File: src/rtl/wb_stage.sv
// wb_stage: write-back stage in front of the 8x16 register file, with EX forwarding
// taps, a halt/drain FSM and a retire counter. Optional write-through bypass: WB_BYPASS_EN.
module wb_stage #(
  parameter int DW = 16,
  parameter int RW = 3
) (
  input  logic          clk,
  input  logic          rst,
  input  logic          in_valid,
  output logic          in_ready,
  input  logic [RW-1:0] in_rd,
  input  logic          in_reg_wr,
  input  logic [1:0]    in_wb_sel,
  input  logic [DW-1:0] in_alu,
  input  logic [DW-1:0] in_mem,
  input  logic [DW-1:0] in_pc2,
  input  logic [DW-1:0] in_imm,
  input  logic          in_halt,
  input  logic          mem_busy,
  output logic [RW-1:0] writeRegSel,
  output logic [DW-1:0] writeData,
  output logic          writeEn,
  output logic          fwd_valid,
  output logic          halted,
  output logic [15:0]   retire_cnt,
  output logic          err
`ifdef WB_BYPASS_EN
  ,
  input  logic [RW-1:0] rb_sel1,
  input  logic [RW-1:0] rb_sel2,
  input  logic [DW-1:0] rb_in1,
  input  logic [DW-1:0] rb_in2,
  output logic [DW-1:0] rb_out1,
  output logic [DW-1:0] rb_out2
`endif
);

  // state  | meaning
  // RUN    | normal operation: capture, write rf, retire
  // DRAIN  | HALT retired, waiting for the cache to go idle
  // HALTED | stopped until reset; input refused
  typedef enum logic [1:0] {
    RUN    = 2'd0,
    DRAIN  = 2'd1,
    HALTED = 2'd2
  } wbStateT;

  wbStateT state;
  wbStateT stateNext;

  logic          vQ;
  logic [RW-1:0] rdQ;
  logic          regWrQ;
  logic [1:0]    wbSelQ;
  logic [DW-1:0] aluQ;
  logic [DW-1:0] memQ;
  logic [DW-1:0] pc2Q;
  logic [DW-1:0] immQ;
  logic          haltQ;
  logic [15:0]   retireCnt;
  logic          errQ;
  logic          running;

  assign running  = (state == RUN);
  assign in_ready = (state != HALTED);

  // Stage registers load every edge while accepting; a bubble simply clears vQ.
  always_ff @(posedge clk or posedge rst) begin
    if (rst) begin
      vQ     <= 1'b0;
      rdQ    <= '0;
      regWrQ <= 1'b0;
      wbSelQ <= 2'd0;
      aluQ   <= '0;
      memQ   <= '0;
      pc2Q   <= '0;
      immQ   <= '0;
      haltQ  <= 1'b0;
    end else if (in_ready) begin
      vQ     <= in_valid;
      rdQ    <= in_rd;
      regWrQ <= in_reg_wr;
      wbSelQ <= in_wb_sel;
      aluQ   <= in_alu;
      memQ   <= in_mem;
      pc2Q   <= in_pc2;
      immQ   <= in_imm;
      haltQ  <= in_halt;
    end
  end

  always_ff @(posedge clk or posedge rst) begin
    if (rst) begin
      state <= RUN;
    end else begin
      state <= stateNext;
    end
  end

  always_comb begin
    stateNext = state;
    case (state)
      RUN: begin
        if (vQ && haltQ) begin
          stateNext = mem_busy ? DRAIN : HALTED;
        end
      end
      DRAIN: begin
        if (!mem_busy) begin
          stateNext = HALTED;
        end
      end
      HALTED:  stateNext = HALTED;
      default: stateNext = RUN;
    endcase
  end

  always_ff @(posedge clk or posedge rst) begin
    if (rst) begin
      retireCnt <= 16'd0;
    end else if (vQ && running) begin
      retireCnt <= retireCnt + 16'd1;
    end
  end

  always_ff @(posedge clk or posedge rst) begin
    if (rst) begin
      errQ <= 1'b0;
    end else if ((state == HALTED) && in_valid) begin
      errQ <= 1'b1;
    end
  end

  always_comb begin
    writeData = aluQ;
    case (wbSelQ)
      2'd0:    writeData = aluQ;
      2'd1:    writeData = memQ;
      2'd2:    writeData = pc2Q;
      2'd3:    writeData = immQ;
      default: writeData = aluQ;
    endcase
  end

  assign writeEn     = vQ && regWrQ && running;
  assign writeRegSel = rdQ;
  assign fwd_valid   = writeEn;
  assign halted      = (state == HALTED);
  assign retire_cnt  = retireCnt;
  assign err         = errQ;

`ifdef WB_BYPASS_EN
  // Same-cycle write-through so readers see the value the rf is about to take.
  assign rb_out1 = (writeEn && (writeRegSel == rb_sel1)) ? writeData : rb_in1;
  assign rb_out2 = (writeEn && (writeRegSel == rb_sel2)) ? writeData : rb_in2;
`endif

endmodule

File: config.mk
export PLATFORM = sky130hd
export DESIGN_NAME = wb_stage
export DESIGN_NICKNAME = d
export VERILOG_FILES = /design/src/rtl/wb_stage.sv
export SDC_FILE = /design/constraint.sdc
export NUM_CORES = 1
export LEC_CHECK = 0
export BUFFER_PORTS_ARGS = -buffer_cell sky130_fd_sc_hd__buf_4
export CORE_UTILIZATION = 47
export DETAILED_ROUTE_END_ITERATION = 8
export GPL_ROUTABILITY_DRIVEN = 0
export GPL_TIMING_DRIVEN = 1
export PLACE_DENSITY = 0.76
export SYNTH_ARGS = -nofsm -noshare
export SYNTH_HDL_FRONTEND = slang
export SYNTH_SLANG_ARGS = --single-unit
File: constraint.sdc
create_clock -name clk -period 3.4 [get_ports clk]
set_input_delay 0.85 -clock clk [delete_from_list [all_inputs] [get_ports clk]]
set_output_delay 0.85 -clock clk [all_outputs]
set_load 0.1 [all_outputs]
## After elaboration in Yosys (flattened, before gate mapping)

Index checks and enable logic that the tools add are counted.

| storage, ports and cells | value |
|---|---|
| bits of input ports | 75 |
| memories kept | 0 |
| output and inout bits | 40 |
| latch bits | 0 |
| logic and storage cells | 34 |
| bits in registers | 91 |
| memory bits (writable) | 0 |
| bits in read-only memories | 0 |

| operators by class | value |
|---|---|
| multiplexer cells | 5 |
| $mul | 0 |
| reductions and logical operators | 8 |
| bitwise logic cells | 0 |
| shift operators | 0 |
| equality and inequality tests | 8 |
| divide/modulo/power cells | 0 |
| add/sub/neg operators | 1 |
| order comparisons | 0 |

Operators with widths:

| kind | count |
|---|---|
| $pmux W16 S4 | 1 |
| $add A16 B1 Y16 const B | 1 |
| $eq A2 B2 Y1 const B | 3 |
| $mux W2 | 3 |
| $pmux W2 S3 | 1 |
| $logic_and A1 B1 Y1 | 5 |
| $eq A2 B1 Y1 const B | 2 |
| $logic_not A2 Y1 | 2 |
| $ne A2 B2 Y1 const B | 2 |
| $ne A2 B1 Y1 const B | 1 |
| $reduce_and A2 Y1 | 1 |

## Logic depth before layout (Yosys ltp)

| depth | value |
|---|---|
| depth after elaboration | 3 |
| mapped depth | 6 |
| depth with buffers taken out | 6 |

## Worst setup path before layout

Ideal clock, no wire load.

| timing | value |
|---|---|
| path type | register to output |
| from | register state[0] |
| to | output port in_ready |
| cell stages (with the launch flop) | 6 |
| path slack | 0.329 ns |
| data required time | 2.550 ns |
| arrival | 2.221 ns |
| cells stage by stage | dfrtp_1 > inv_1 > ha_1 > buf_2 > buf_2 > inv_1 |

| between the ends | value |
|---|---|
| word-level cells in the longest chain between the ends | 1 |

RTL lines:

| element | line | text |
|---|---|---|
| start: declaration | 48 | `wbStateT state;` |
| start signal: assignment | 96 | `state <= stateNext;` |
| $ne A2 B2 Y1 | 65 | `assign in_ready = (state != HALTED);` |
| end: declaration | 10 | `output logic in_ready,` |

No other way between the ends.

## Worst setup path after layout

| timing | value |
|---|---|
| from | register wbSelQ[0] |
| to | output port writeData[8] |

| between the ends | value |
|---|---|
| word-level cells in the longest chain between the ends | 2 |
| elaborated cells on any way between the ends | 5 |
| classes of those cells | 3 x eq/ne; 1 x mux; 1 x reduce/logical |

RTL lines:

| element | line | text |
|---|---|---|
| start: declaration | 54 | `logic [1:0] wbSelQ;` |
| start signal: assignment | 83 | `wbSelQ <= in_wb_sel;` |
| $eq A2 B2 Y1, or another cell as far along | 136 | `case (wbSelQ)` |
| $pmux W16 S4 * | 136 |  |
| end: declaration | 21 | `output logic [DW-1:0] writeData,` |

Every way passes the cells marked *; elsewhere a longest branch is shown, timed or not.

==> summary.txt <==
Drt
  – Routed len/inst: ~16 µm
  – Post-DR vias/cell: between 5 and 6
  – 1st-iter DRT viols: 77
  – Via count: 2,469
  – Final Routed Wirelength: 7530 µm
  – DRT Pass-1 Iters: 6
  – Post-route DRC: 0
  – Final ANT Viol Nets: 0

GRT
  – First-pass GRT wire length: 12,500 µm
  – GRT busiest layer: met2
  – Grt ovf: 0
  – M3 GR Usage: 0.05041
  – GRT Total Usage: 0.1885
  – Vias in the first global route: about 2,600
  – Met2 Usage GRT: 0.2984
  – Global routing usage on met1: 0.2481
  – Pin count of the biggest net entering global routing: 72
  – Initial antenna violation count: 0

Logic synthesis
  – Syn avg cell area: roughly 16 µm²
  – Ys async rst share: 1.000
  – Primary FF master, synth: dfrtp_1
  – Post-synth EDFFs: 0
  – Yosys Warn Count: 0
  – Number of synthesized register bits: 91
  – Seq/Total Area, Yosys: 0.5781
  – Mapped cell area: just under 4000 µm²
  – Yosys cell types: 25
  – Post-synth top area share: 0.5781
  – Top cell type by total area after synthesis: dfrtp_1
  – Cells after synthesis: around 250
  – Synth area leaders: dfrtp_1 58%, mux2_2 21%, mux4_2 9.1%
  – Syn nets: 331

STA
  – Total negative slack: 0 ns
  – Slew margin rel.: 0.4176
  – Worst setup margin: 0.5170 ns
  – Final hold violation count: 0
  – Fmax: 346.9 MHz
  – Period minus WS final: ~2.9 ns
  – Slew @ Worst Pin: 0.8735 ns
  – Clk_skew: 0.009600 ns
  – Final worst path period share: 0.8480
  – Final setup viols: 0
  – RSZ-0062 raised after global routing: no
  – Final Max Tran Viols: 0

Layout
  – Final Cell Area: 5086 µm²
  – Share of cells above drive strength 1: 0.6108
  – Ant. Diodes: 0
  – Fillcell total: 661
  – Final Util: 0.6221
  – Area growth, synth to finish: 29.13%
  – Layout Nets: 447

CTS
  – Clock slew at reported path FFs: 0.08 ns
  – CTS tree: yes
  – Hold-fix buffers at CTS: 0
  – Post-CTS setup buffers: 0
  – Clock sink count: 91
  – Clock Latency Late Sink: 0.34 ns
  – Htree depth: 3
  – Clock Tree Buf Depth: 2
  – Post-CTS resize count: 0
  – Clock Tree Root: clkbuf_8
  – CTS Buf Count: 9

Floorplan
  – Core Footprint: 8175 µm²
  – Total die area: 8751 µm²
  – I/O pin total: approximately 120
  – Die X: between 90 and 100 µm
  – Die Ht: approximately 94 µm
  – Initial Util: 0.4818
  – Std cell rows: 33

Setup path
  – Crit path buf inv count: 2
  – R2R setup slack: 1.42 ns
  – Worst flop-to-flop path startpoint: state[0]
  – Worst path depth: 3
  – Crit path max fanout: 10
  – CP max stage delay: 0.69 ns
  – Critical path endpoint category: output port
  – Arr. time, crit path: 2.03 ns
  – Crit-path cells: buf_12, mux4_2, buf_4
  – Cell depth of the worst flop-to-flop path: 4
  – FF-to-FF End: immQ[12]
  – Required time worst endpoint: 2.55 ns
  – CP Class: reg -> out
  – CP top delay family: flip-flops
  – CP Launch Type: flip-flop
  – Slowest cell on the critical path: dfrtp_1

Worst hold path
  – Hold Crit Start: err
  – Hold depth: 1
  – Worst Hold Class: reg -> reg
  – Worst Hold End: err

Placement
  – Hpwl dp: 5304 µm
  – Place WS: about 0.85 ns
  – PortBufs: about 110
  – DP Area: approximately 5000 µm²

Run status
  – Status: complete, no violations

Flow run
  – Max cap viols: 0
cell usage in the layout (no fill, tap or decap), drive strengths merged:
| cell | count |
|---|---|
| a21o | 1 |
| a21oi | 1 |
| a22o | 1 |
| and3 | 3 |
| and4 | 2 |
| buf | 118 |
| clkbuf | 12 |
| clkinv | 2 |
| clkinvlp | 1 |
| dfrtp | 91 |
| ha | 5 |
| inv | 5 |
| mux2 | 73 |
| mux4 | 16 |
| nand2 | 9 |
| nand3 | 6 |
| nand4 | 4 |
| nor2 | 3 |
| o21ai | 1 |
| o31ai | 1 |
| xnor2 | 13 |
| xor2 | 2 |
layout make-up:
class | instances | area [µm²] | area share
repair buffers | 118 | 910.9 | 0.1791
well taps | 105 | 131.4 | 0.02583
multi-input cells | 141 | 1575 | 0.3097
clock inverters | 2 | 12.51 | 0.002460
flip-flops and latches | 91 | 2277 | 0.4477
inverters | 6 | 23.77 | 0.004674
clock buffers | 12 | 155.1 | 0.03050
per-stage QoR:
stage                     hold slack (ns)  cells
final                              0.4698    475
after global routing               0.4993    475
after CTS                          0.4742    475
after detailed placement           0.4454    461
after global placement             0.4457    461
after floorplan                    0.4720    251
synth_stat cells (all sizes together) (2+ instances only):
master	number
and3	3
nand4	4
and4	2
nand3	6
xor2	2
ha	5
nand2	9
dfrtp	91
nor2	3
xnor2	13
inv	6
buf	13
mux2	73
mux4	16
kinds of logic after synthesis:
| group | count (synthesis) | synth area share |
|---|---|---|
| and+or+nand+nor | 27 | 0.03876 |
| adders and majority gates | 5 | 0.01588 |
| muxes | 89 | 0.3002 |
| xor gates and xnor gates | 15 | 0.03336 |
| DFF | 91 | 0.5781 |
| AOI/OAI and AO/OA | 5 | 0.008576 |
| buffers and inverters | 19 | 0.02509 |
worst max path at each step:
| stage | slack (ns) | end | start |
|---|---|---|---|
| final | 0.52 | writeData[8] | wbSelQ[0] |
| after global placement | 0.88 | writeData[2] | wbSelQ[0] |
| after global routing | 0.42 | writeData[2] | wbSelQ[0] |
| after floorplan | 0.19 | aluQ[0] | rst |
| after detailed placement | 0.85 | writeData[3] | wbSelQ[0] |
| after CTS | 0.46 | writeData[3] | wbSelQ[0] |
metal layers:
layer | vias to the layer above | share of wire
li1 | 1128 | -
met1 | 1246 | 0.42
met3 | 10 | 0.069
met4 | 0 | 0.016
met2 | 85 | 0.49
met5 | - | 0
sequential cells by signal, indices dropped and copies added, names as in the netlist:
| name | flops |
|---|---|
| memQ | 16 |
| immQ | 16 |
| aluQ | 16 |
| wbSelQ | 2 |
| regWrQ | 1 |
| err | 1 |
| retire_cnt | 16 |
| writeRegSel | 3 |
| haltQ | 1 |
| pc2Q | 16 |
| state | 2 |
| vQ | 1 |
worst reg2reg max path, delay by kind of cell, from the launching register on:
family | cells | cell delay [ns]
muxes | 1 | 0.49
adders and majority gates | 1 | 0.17
DFF | 1 | 0.42
buffers and inverters | 2 | 0.79
Power is left out: the tool's default activity adds up to more than one toggle a clock period on the data nets, which glitch-free logic cannot reach.
